$ cat config.mk
export PLATFORM = sky130hd
export DESIGN_NAME = multicycle_control
export DESIGN_NICKNAME = d
export VERILOG_FILES = /design/src/rtl/mips_pkg.sv /design/src/rtl/multicycle_output_decode.sv /design/src/rtl/multicycle_control.sv
export SDC_FILE = /design/constraint.sdc
export NUM_CORES = 1
export LEC_CHECK = 0
export ABC_AREA = 1
export CAP_MARGIN = 20
export CORE_UTILIZATION = 35
export CTS_CLUSTER_SIZE = 30
export DETAILED_ROUTE_END_ITERATION = 8
export GPL_ROUTABILITY_DRIVEN = 0
export PLACE_DENSITY_LB_ADDON = 0.15
export SETUP_SLACK_MARGIN = 0.1
export SLEW_MARGIN = 20
export SYNTH_ARGS = -nofsm -noshare
export SYNTH_HDL_FRONTEND = slang
export SYNTH_SLANG_ARGS = --single-unit
$ cat constraint.sdc
create_clock -name clk -period 1.6 [get_ports clk]
set_input_delay 0.32 -clock clk [delete_from_list [all_inputs] [get_ports clk]]
set_output_delay 0.32 -clock clk [all_outputs]
set_load 0.01 [all_outputs]
$ cat src/rtl/mips_pkg.sv
// Shared constants for the multi-cycle MIPS control path: opcodes, FSM states,
// control-field codes and the packed control vector.
package mips_pkg;

  localparam logic [5:0] OP_RTYPE = 6'b000000;
  localparam logic [5:0] OP_LW    = 6'b100011;
  localparam logic [5:0] OP_SW    = 6'b101011;
  localparam logic [5:0] OP_BEQ   = 6'b000100;
  localparam logic [5:0] OP_ADDI  = 6'b001000;
  localparam logic [5:0] OP_J     = 6'b000010;
  localparam logic [5:0] OP_JAL   = 6'b000011;

  typedef enum logic [3:0] {
    S_RST    = 4'd0,
    S_FETCH  = 4'd1,
    S_DECODE = 4'd2,
    S_MEMADR = 4'd3,
    S_MEMRD  = 4'd4,
    S_MEMWB  = 4'd5,
    S_MEMWR  = 4'd6,
    S_EXEC   = 4'd7,
    S_ALUWB  = 4'd8,
    S_BRANCH = 4'd9,
    S_JUMP   = 4'd10,
    S_ADDIEX = 4'd11,
    S_ADDIWB = 4'd12,
    S_JAL    = 4'd13
  } state_t;

  localparam logic [1:0] ALUOP_ADD   = 2'b00;
  localparam logic [1:0] ALUOP_SUB   = 2'b01;
  localparam logic [1:0] ALUOP_FUNCT = 2'b10;

  localparam logic [1:0] SRCB_B      = 2'b00;
  localparam logic [1:0] SRCB_FOUR   = 2'b01;
  localparam logic [1:0] SRCB_IMM    = 2'b10;
  localparam logic [1:0] SRCB_IMMSH2 = 2'b11;

  localparam logic [1:0] PCSRC_ALU    = 2'b00;
  localparam logic [1:0] PCSRC_ALUOUT = 2'b01;
  localparam logic [1:0] PCSRC_JUMP   = 2'b10;

  typedef struct packed {
    logic       pc_write;
    logic       pc_write_cond;
    logic       iord;
    logic       mem_read;
    logic       mem_write;
    logic       ir_write;
    logic       mem_to_reg;
    logic       reg_dst;
    logic       reg_write;
    logic       alu_src_a;
    logic       jal_flag;
    logic [1:0] alu_src_b;
    logic [1:0] alu_op;
    logic [1:0] pc_source;
    logic       instr_done;
    logic       illegal_op;
  } ctrl_t;

  function automatic logic op_known(input logic [5:0] op);
    return (op == OP_RTYPE) || (op == OP_LW) || (op == OP_SW) || (op == OP_BEQ) ||
           (op == OP_ADDI) || (op == OP_J) || (op == OP_JAL);
  endfunction

endpackage

$ cat src/rtl/multicycle_output_decode.sv
// Combinational control decode: state (+ mem_ready in FETCH/MEMWR, Opcode in
// DECODE) to the full control vector. Holds no state.
module multicycle_output_decode
  import mips_pkg::*;
(
  input  state_t      state,
  input  logic        mem_ready,
  input  logic [5:0]  opcode,
  output ctrl_t       ctrl
);

  always_comb begin
    ctrl = '0;
    unique case (state)
      S_FETCH: begin
        ctrl.mem_read  = 1'b1;
        ctrl.alu_src_b = SRCB_FOUR;
        // IR/PC update only on the cycle the fetch actually completes
        ctrl.ir_write  = mem_ready;
        ctrl.pc_write  = mem_ready;
      end
      S_DECODE: begin
        ctrl.alu_src_b  = SRCB_IMMSH2;
        ctrl.illegal_op = !op_known(opcode);
      end
      S_MEMADR: begin
        ctrl.alu_src_a = 1'b1;
        ctrl.alu_src_b = SRCB_IMM;
      end
      S_MEMRD: begin
        ctrl.mem_read = 1'b1;
        ctrl.iord     = 1'b1;
      end
      S_MEMWB: begin
        ctrl.reg_write  = 1'b1;
        ctrl.mem_to_reg = 1'b1;
        ctrl.instr_done = 1'b1;
      end
      S_MEMWR: begin
        ctrl.mem_write  = 1'b1;
        ctrl.iord       = 1'b1;
        ctrl.instr_done = mem_ready;
      end
      S_EXEC: begin
        ctrl.alu_src_a = 1'b1;
        ctrl.alu_op    = ALUOP_FUNCT;
      end
      S_ALUWB: begin
        ctrl.reg_write  = 1'b1;
        ctrl.reg_dst    = 1'b1;
        ctrl.instr_done = 1'b1;
      end
      S_BRANCH: begin
        ctrl.alu_src_a     = 1'b1;
        ctrl.alu_op        = ALUOP_SUB;
        ctrl.pc_write_cond = 1'b1;
        ctrl.pc_source     = PCSRC_ALUOUT;
        ctrl.instr_done    = 1'b1;
      end
      S_JUMP: begin
        ctrl.pc_write   = 1'b1;
        ctrl.pc_source  = PCSRC_JUMP;
        ctrl.instr_done = 1'b1;
      end
      S_ADDIEX: begin
        ctrl.alu_src_a = 1'b1;
        ctrl.alu_src_b = SRCB_IMM;
      end
      S_ADDIWB: begin
        ctrl.reg_write  = 1'b1;
        ctrl.instr_done = 1'b1;
      end
      S_JAL: begin
        ctrl.reg_write  = 1'b1;
        ctrl.jal_flag   = 1'b1;
        ctrl.pc_write   = 1'b1;
        ctrl.pc_source  = PCSRC_JUMP;
        ctrl.instr_done = 1'b1;
      end
      default: ctrl = '0;
    endcase
  end

endmodule

$ cat src/rtl/multicycle_control.sv
// Multi-cycle MIPS sequencer: Moore FSM with memory-ready stalls. The state
// register is the only flop; all outputs decode combinationally.
module multicycle_control
  import mips_pkg::*;
(
  input  logic       clk,
  input  logic       rst_n,
  input  logic [5:0] Opcode,
  input  logic       mem_ready,
  output logic       PCWrite,
  output logic       PCWriteCond,
  output logic       IorD,
  output logic       MemRead,
  output logic       MemWrite,
  output logic       IRWrite,
  output logic       MemtoReg,
  output logic       RegDst,
  output logic       RegWrite,
  output logic       ALUSrcA,
  output logic       JALFlag,
  output logic [1:0] ALUSrcB,
  output logic [1:0] ALUOp,
  output logic [1:0] PCSource,
  output logic       instr_done,
  output logic       illegal_op,
  output logic [3:0] state_dbg
);

  state_t state, state_nxt;
  ctrl_t  ctrl;

  always_ff @(posedge clk or negedge rst_n) begin
    if (!rst_n) state <= S_RST;
    else        state <= state_nxt;
  end

  always_comb begin
    state_nxt = state;
    unique case (state)
      S_RST:    state_nxt = S_FETCH;
      S_FETCH:  if (mem_ready) state_nxt = S_DECODE;
      S_DECODE: begin
        unique case (Opcode)
          OP_RTYPE:     state_nxt = S_EXEC;
          OP_LW, OP_SW: state_nxt = S_MEMADR;
          OP_BEQ:       state_nxt = S_BRANCH;
          OP_ADDI:      state_nxt = S_ADDIEX;
          OP_J:         state_nxt = S_JUMP;
          OP_JAL:       state_nxt = S_JAL;
          default:      state_nxt = S_FETCH;
        endcase
      end
      // IR is frozen after FETCH, so Opcode is still the decoded LW/SW here
      S_MEMADR: state_nxt = (Opcode == OP_SW) ? S_MEMWR : S_MEMRD;
      S_MEMRD:  if (mem_ready) state_nxt = S_MEMWB;
      S_MEMWR:  if (mem_ready) state_nxt = S_FETCH;
      S_EXEC:   state_nxt = S_ALUWB;
      S_ADDIEX: state_nxt = S_ADDIWB;
      S_MEMWB, S_ALUWB, S_BRANCH, S_JUMP, S_ADDIWB, S_JAL:
                state_nxt = S_FETCH;
      default:  state_nxt = S_RST;
    endcase
  end

  multicycle_output_decode u_dec (
    .state     (state),
    .mem_ready (mem_ready),
    .opcode    (Opcode),
    .ctrl      (ctrl)
  );

  assign PCWrite     = ctrl.pc_write;
  assign PCWriteCond = ctrl.pc_write_cond;
  assign IorD        = ctrl.iord;
  assign MemRead     = ctrl.mem_read;
  assign MemWrite    = ctrl.mem_write;
  assign IRWrite     = ctrl.ir_write;
  assign MemtoReg    = ctrl.mem_to_reg;
  assign RegDst      = ctrl.reg_dst;
  assign RegWrite    = ctrl.reg_write;
  assign ALUSrcA     = ctrl.alu_src_a;
  assign JALFlag     = ctrl.jal_flag;
  assign ALUSrcB     = ctrl.alu_src_b;
  assign ALUOp       = ctrl.alu_op;
  assign PCSource    = ctrl.pc_source;
  assign instr_done  = ctrl.instr_done;
  assign illegal_op  = ctrl.illegal_op;
  assign state_dbg   = state;

endmodule

==> results.sh, run 1 <==
export IMPL_ctsResizeCount=144
export IMPL_htreeDepth=1
export IMPL_cts_buffers=3
export IMPL_synth_top_family_by_area="simple AND/OR/NAND/NOR gates"
export IMPL_dpl_cell_count=182
export IMPL_status="stopped before the end"
export IMPL_die_w_microns=41.5
export IMPL_dpl_hpwl_microns=1630
export IMPL_synth_adder_area_share_pct=0
export IMPL_cts_root_buf="clkbuf_4"
export IMPL_seq_area_frac_synth_pct=18.3
export IMPL_pre_cts_slack_ns=-0.740
export IMPL_synth_cells=103
export IMPL_netlist_area_sq_um=546
export IMPL_cts_sinks=4
export IMPL_ys_seq_elements=4
export IMPL_yosys_area_share_simple_pct=53.2
export IMPL_synthMuxAreaShare_pct=0
export IMPL_synth_nets=112
export IMPL_haltStage="clock tree synthesis"
export IMPL_ys_warn_count=0
export IMPL_avgSynthCellArea_sq_um=5.30
export IMPL_chipHeight_microns=41.5
export IMPL_post_cts_buffers=23
export IMPL_synth_compound_area_share_pct=12.6
export IMPL_synth_cell_types=20
export IMPL_num_rows=13
export IMPL_synth_xor_area_share_pct=0
export IMPL_ios=32
export IMPL_numPortBuffers=31
export IMPL_error="[ERROR DPL-0038] Utilization greater than 100%, impossible to legalize"
export IMPL_ctsHoldBuffers=0
export IMPL_clock_path_buffers=2
export IMPL_initial_utilization_pct=39.5
[per-stage QoR]
step | area [sq um] | utilization (%)
3_5_place_dp | 1120 | 81.2
3_3_place_gp | 1120 | 81.2
2_1_floorplan | 546 | -
[cell usage after synthesis]
cell	instances	area share, %
nand2_2	1	1.1
inv_1	18	12
nand2_4	1	2.1
o221ai_1	1	1.6
nor3_1	2	1.8
a21oi_1	2	1.8
dfrtp_1	4	18
nand2_1	30	21
nor2_4	1	2.1
nand3_1	6	5.5
or2_1	1	1.1
o22ai_1	1	1.1
inv_2	1	0.69
nor2_1	19	13
buf_4	2	2.8
o21ai_0	7	6.4
nor2_2	3	3.4
or2_0	1	1.1
o21ai_2	1	1.6
and2_1	1	1.1
[kinds of logic after synthesis]
group                  after synthesis
AND/OR/NAND/NOR                     66
buffers and inverters               21
AO/OA/AOI/OAI                       12
flip-flops                           4
==> run 2: changes to the inputs <==
--- a/config.mk
+++ b/config.mk
@@ -7,12 +7,11 @@
 export LEC_CHECK = 0
 export ABC_AREA = 1
 export CAP_MARGIN = 20
-export CORE_UTILIZATION = 35
-export CTS_CLUSTER_SIZE = 30
+export CORE_AREA = 2 2 63 65
 export DETAILED_ROUTE_END_ITERATION = 8
+export DIE_AREA = 0 0 65 67
 export GPL_ROUTABILITY_DRIVEN = 0
 export PLACE_DENSITY_LB_ADDON = 0.15
-export SETUP_SLACK_MARGIN = 0.1
 export SLEW_MARGIN = 20
 export SYNTH_ARGS = -nofsm -noshare
 export SYNTH_HDL_FRONTEND = slang
==> run 2 against run 1 <==
The flow now finishes, with violations (setup timing). Synthesized area is the same. Synthesized cell count is the same.
==> results.sh, run 2 <==
export IMPL_status="finished with violations"
export IMPL_violations="setup timing"
export IMPL_netlist_area_sq_um=546
export IMPL_clock_path_buffers=2
export IMPL_dpl_cell_count=221
export IMPL_max_freq_mhz=577
export IMPL_grt_max_degree=6
export IMPL_avgSynthCellArea_sq_um=5.30
export IMPL_total_power_mw=1.93
export IMPL_final_common_cell="buf_4"
export IMPL_via_per_inst=3.90
export IMPL_cp_common_cell="buf_6"
export IMPL_rsz0062_at_grt="true"
export IMPL_worst_slew_pin_slew_ns=0.207
export IMPL_final_cell_count_no_fill=242
export IMPL_cts_tree="built"
export IMPL_num_rows=22
export IMPL_die_w_microns=65
export IMPL_clkSlewWorstSetupHoldPaths_ns=0.04
export IMPL_slew_headroom_pct=86.1
export IMPL_synth_cells=103
export IMPL_numPortBuffers=31
export IMPL_cts_root_buf="clkbuf_8"
export IMPL_synth_nets=112
export IMPL_cts_sinks=4
export IMPL_endpoint_kind="output pin"
export IMPL_grt_pass1_vias=932
export IMPL_async_flop_share_pct=100
export IMPL_postLayoutCoreUtil_pct=40.3
export IMPL_htreeDepth=1
export IMPL_fillCellCount=399
export IMPL_cp_slowest_stage_delay_ns=0.41
export IMPL_peakVddDrop_mv=0.273
export IMPL_post_drt_wl_per_cell_microns=10.8
export IMPL_initial_utilization_pct=15.1
export IMPL_antenna_found_initial=0
export IMPL_drive_above_1_share_pct=60.3
export IMPL_dieArea_sq_um=4360
export IMPL_seq_area_frac_synth_pct=18.3
export IMPL_cp_required_ns=1.28
export IMPL_ios=32
export IMPL_drt_wl_total_microns=2610
export IMPL_dr_total_vias=944
export IMPL_ys_warn_count=0
export IMPL_worstPathMaxFanout=3
export IMPL_crit_path_start_kind="register"
export IMPL_swShare_pct=43.6
export IMPL_synth_most_common_cell="nand2_1"
export IMPL_grt_usage_pct=12.1
export IMPL_hold_viol=0
export IMPL_p_per_area_nw_per_um2=1330
export IMPL_ys_seq_elements=4
export IMPL_finalCritPeriodShare_pct=108
export IMPL_hold_ws_ns=0.301
export IMPL_r2r_start="state_dbg[0]"
export IMPL_clkLatencyLatePin_ns=0.22
export IMPL_r2r_end="state_dbg[2]"
export IMPL_synth_cell_types=20
export IMPL_reg2reg_slack_ns=0.14
export IMPL_yosysTopAreaCellShare_pct=20.6
export IMPL_setup_viol=8
export IMPL_synthToLayoutAreaGrowth_pct=166
export IMPL_switchingPower_mw=0.843
export IMPL_diodes=0
export IMPL_power_frac_comb_pct=79.0
export IMPL_critPathSlowestCell="dfrtp_1"
export IMPL_coreArea_sq_um=3610
export IMPL_grt_pass1_wl_microns=4000
export IMPL_clkPwrFrac_pct=11.3
export IMPL_cap_violations=0
export IMPL_drt_pass1_iterations=4
export IMPL_dpl_hpwl_microns=1920
export IMPL_ys_top_cells_by_count="nand2_1 (30), nor2_1 (19), inv_1 (18)"
export IMPL_yosys_area_top_type="nand2_1"
export IMPL_seqPwrFrac_pct=9.7
export IMPL_hold_class="input pin to asynchronous set/reset pin"
export IMPL_pre_cts_slack_ns=-0.675
export IMPL_fin_nets=205
export IMPL_ys_flop_type="dfrtp_1"
export IMPL_synth_edff_count=0
export IMPL_fin_skew_ns=0.00556
export IMPL_crit_path_start="state_dbg[3]"
export IMPL_arrival_ns=1.41
export IMPL_critPathKind="register to output pin"
export IMPL_largest_reg_flops=4
export IMPL_chipHeight_microns=67
export IMPL_post_route_min_period_ns=1.73
export IMPL_synthTopCellsByArea="nand2_1 (21%), dfrtp_1 (18%), nor2_1 (13%)"
export IMPL_final_area_sq_um=1450
export IMPL_intPower_mw=1.09
export IMPL_dpl_cell_area_sq_um=1210
export IMPL_cts_buffers=3
export IMPL_drt_iter0_drc=17
export IMPL_tns_ns=-0.481
export IMPL_ant_nets=0
export IMPL_layout_common_cells="buf_4 (51), nand2_1 (25), buf_6 (14)"
export IMPL_reg2reg_depth=8
export IMPL_grt_overflow_total=0
export IMPL_p_leak_nw=0.829
export IMPL_slew_violations=0
export IMPL_cp_cell_sequence="buf_6 > nor2_4 > buf_4 > buf_6 > nand2_1 > nor2_1 > buf_2"
export IMPL_worst_slack_ns=-0.133
export IMPL_route_detailed_drc=0
## run 2: cell counts after synthesis
Identical to the previous run, type by type.
## run 2: layer usage
| metal | vias up | wire, microns | GRT usage (%) |
|---|---|---|---|
| met4 | 0 | 21 | 3.99 |
| met5 | - | 0 | 0 |
| met3 | 2 | 106 | 1.86 |
| li1 | 498 | - | - |
| met2 | 24 | 1440 | 24.4 |
| met1 | 420 | 1050 | 12.7 |
## run 2: layout make-up
type                            count  area [sq um]  area share [%]
Timing Repair Buffer               90           718            49.4
Multi-Input combinational cell     78           459            31.6
Sequential cell                     4           103            7.06
Inverter                           19          71.3            4.91
Tap cell                           48          60.1            4.13
Clock buffer                        3          41.3            2.84
## run 2: worst max-delay path, delay by kind of cell (launching register included)
kind / cells / cell delay [ns]
buffers and inverters: 4 / 0.49
DFF: 1 / 0.41
and+or+nand+nor: 3 / 0.29
## run 2: cells by family after synthesis
kind of cell | share of synthesized area (%)
flip-flops | 18.3
AO/OA/AOI/OAI | 12.6
buffers and inverters | 15.8
AND/OR/NAND/NOR | 53.2
## run 2: timing repair
action / 4_1_cts / 5_1_grt
hold buffers: 0 / 0
pin swaps: 11 / 11
resized for setup: 100 / 38
gates cloned: 0 / 0
setup buffers: 15 / 4
endpoints found under the setup margin: 21 / 18
## run 2: power by group through the flow
stage | Clock, mW | Sequential, mW | Combinational (mW)
finish | 0.219 | 0.188 | 1.53
global route | 0.228 | 0.192 | 1.66
CTS | 0.223 | 0.183 | 1.39
detailed placement | 0 | 0.179 | 1.28
global placement | 0 | 0.179 | 1.28
floorplan | 0 | 0.211 | 0.466
## run 2: worst max-delay path by stage
stage,depth (start not counted),endpoint
2_1_floorplan,5,ALUOp[0]
3_3_place_gp,7,illegal_op
3_5_place_dp,7,illegal_op
4_1_cts,8,PCWrite
5_1_grt,8,PCWrite
6_report,7,ALUSrcB[0]
No activity file was read; power rests on OpenSTA's default activity.
==> run 3: changes to the inputs <==
--- a/config.mk
+++ b/config.mk
@@ -12,6 +12,7 @@
 export DIE_AREA = 0 0 65 67
 export GPL_ROUTABILITY_DRIVEN = 0
 export PLACE_DENSITY_LB_ADDON = 0.15
+export SKIP_LAST_GASP = 1
 export SLEW_MARGIN = 20
 export SYNTH_ARGS = -nofsm -noshare
 export SYNTH_HDL_FRONTEND = slang
==> run 3 against run 2 <==
The flow still finishes with violations (setup timing). Sequential share of layout area about the same. Via count decreased by 1.6%. Hold slack improved by 0.0012 ns. Sequential power about the same. Global-route usage is 0.43 points higher. Power decreased by 0.29%. Utilization down 0.17 points. Clock power about the same. Critical path type unchanged. Highest routed layer unchanged.
==> results.sh, run 3 (synthesis gave the netlist of run 2 again) <==
export IMPL_worstPathMaxFanout=3
export IMPL_grt_max_degree=6
export IMPL_post_drt_wl_per_cell_microns=10.9
export IMPL_grt_overflow_total=0
export IMPL_hold_viol=0
export IMPL_p_per_area_nw_per_um2=1330
export IMPL_rsz0062_at_grt="true"
export IMPL_r2r_start="state_dbg[0]"
export IMPL_cts_sinks=4
export IMPL_ctsHoldBuffers=0
export IMPL_drt_iter0_drc=11
export IMPL_grtUsageMet2_pct=25.4
export IMPL_arrival_ns=1.42
export IMPL_grt_busiest_layer="met2"
export IMPL_cp_slowest_stage_delay_ns=0.41
export IMPL_die_w_microns=65
export IMPL_grt_usage_pct=12.6
export IMPL_endpoint_kind="output pin"
export IMPL_via_per_inst=3.84
export IMPL_ios=32
export IMPL_max_freq_mhz=576
export IMPL_final_area_sq_um=1450
export IMPL_seq_area_sq_um=103
export IMPL_ant_nets=0
export IMPL_dpl_hpwl_microns=1920
export IMPL_crit_path_end="ALUSrcB[0]"
export IMPL_postLayoutCoreUtil_pct=40.1
export IMPL_reg2reg_depth=8
export IMPL_clkLatencyLatePin_ns=0.22
export IMPL_worst_slack_ns=-0.138
export IMPL_post_route_min_period_ns=1.74
export IMPL_htreeDepth=1
export IMPL_cts_tree="built"
export IMPL_peakVddDrop_mv=0.279
export IMPL_drt_wl_total_microns=2630
export IMPL_r2r_end="state_dbg[2]"
export IMPL_chipHeight_microns=67
export IMPL_finalCritPeriodShare_pct=109
export IMPL_dpl_cell_count=221
export IMPL_clock_path_buffers=2
export IMPL_clkSlewWorstSetupHoldPaths_ns=0.03
export IMPL_grt_use_met3_pct=1.86
export IMPL_drt_pass1_iterations=4
export IMPL_critPathKind="register to output pin"
export IMPL_fin_skew_ns=0.00424
export IMPL_num_rows=22
export IMPL_setup_viol=8
export IMPL_synthToLayoutAreaGrowth_pct=165
export IMPL_cp_cell_sequence="buf_6 > nor2_4 > buf_4 > buf_6 > nand2_1 > nor2_1 > buf_2"
export IMPL_cp_common_cell="buf_6"
export IMPL_cts_buffers=3
export IMPL_diodes=0
export IMPL_reg2reg_slack_ns=0.15
export IMPL_antenna_found_initial=0
export IMPL_total_power_mw=1.93
export IMPL_use_met1_pct=13.1
export IMPL_fillCellCount=397
export IMPL_grt_pass1_vias=966
export IMPL_layout_common_cells="buf_4 (51), nand2_1 (24), buf_2 (14)"
export IMPL_crit_path_start="state_dbg[3]"
export IMPL_p_leak_nw=0.825
export IMPL_final_common_cell="buf_4"
export IMPL_cp_required_ns=1.28
export IMPL_slew_headroom_pct=85.4
export IMPL_status="finished with violations"
export IMPL_route_detailed_drc=0
export IMPL_worst_slew_pin_slew_ns=0.217
export IMPL_dr_total_vias=929
export IMPL_grt_pass1_wl_microns=4140
export IMPL_cts_root_buf="clkbuf_8"
export IMPL_numPortBuffers=31
export IMPL_coreArea_sq_um=3610
export IMPL_dieArea_sq_um=4360
export IMPL_cap_violations=0
export IMPL_drive_above_1_share_pct=60.8
export IMPL_final_cell_count_no_fill=242
export IMPL_slew_violations=0
export IMPL_hold_class="input pin to asynchronous set/reset pin"
export IMPL_largest_reg_flops=4
export IMPL_initial_utilization_pct=15.1
export IMPL_fin_nets=205
export IMPL_violations="setup timing"
export IMPL_crit_path_start_kind="register"
export IMPL_critPathSlowestCell="dfrtp_1"
export IMPL_multiInputGateArea_sq_um=459
export IMPL_tns_ns=-0.561
export IMPL_dpl_cell_area_sq_um=1210
==> run 3: changes by cell type in the layout (fill, tap and decap cells not counted) <==
cell and change:
buf_6 -1, buf_2 +1, inv_1 -1, inv_2 +1, nor2_1 +1, nand2_2 +1, nor2_2 -1, nand2_1 -1
==> run 3: worst max-delay path: cells and delay by family (launching register included) <==
family                 cells  cell delay, ns
buffers and inverters      4            0.49
AND/OR/NAND/NOR            3            0.30
flip-flops                 1            0.41
==> run 3: metrics by stage <==
stage               hold slack [ns]  worst slack (ns)
floorplan                    0.0244            0.0910
global placement              0.535            -0.607
detailed placement            0.538            -0.675
CTS                           0.307            -0.160
global route                  0.317            -0.184
finish                        0.302            -0.138
==> run 3: worst min-delay path by stage <==
stage / startpoint / endpoint / slack [ns] / cells past startpoint
4_1_cts: rst_n / state_dbg[3] / 0.31 / 1
3_5_place_dp: rst_n / state_dbg[2] / 0.54 / 1
5_1_grt: rst_n / state_dbg[3] / 0.32 / 1
6_report: rst_n / state_dbg[3] / 0.30 / 1
2_1_floorplan: rst_n / state_dbg[0] / 0.02 / 0
3_3_place_gp: rst_n / state_dbg[2] / 0.53 / 1
==> run 3: report_power, final <==
| group | internal (mW) | leakage (nW) | switching (mW) |
|---|---|---|---|
| clock network | 0.161 | 0.0216 | 0.0563 |
| registers | 0.142 | 0.0493 | 0.0440 |
| logic | 0.782 | 0.755 | 0.744 |
==> run 3: cell type report <==
cell class | count | area share [%]
sequential | 4 | 7.09
tap | 48 | 4.15
multi-input combinational | 78 | 31.7
timing repair buffer | 90 | 49.2
clock buffer | 3 | 2.85
inverter | 19 | 4.93
==> run 3: per-layer routing <==
metal	share of wire, %	up-vias
li1	-	496
met1	40	409
met2	55	22
met3	3.9	2
met4	0.80	0
met5	0	-
==> run 3: what timing repair did <==
item	4_1_cts	5_1_grt
hold endpoints to repair	0	0
resized for setup	97	41
setup buffers	15	4
cloned	0	0
pin swaps	11	12
endpoints found under the setup margin	21	19
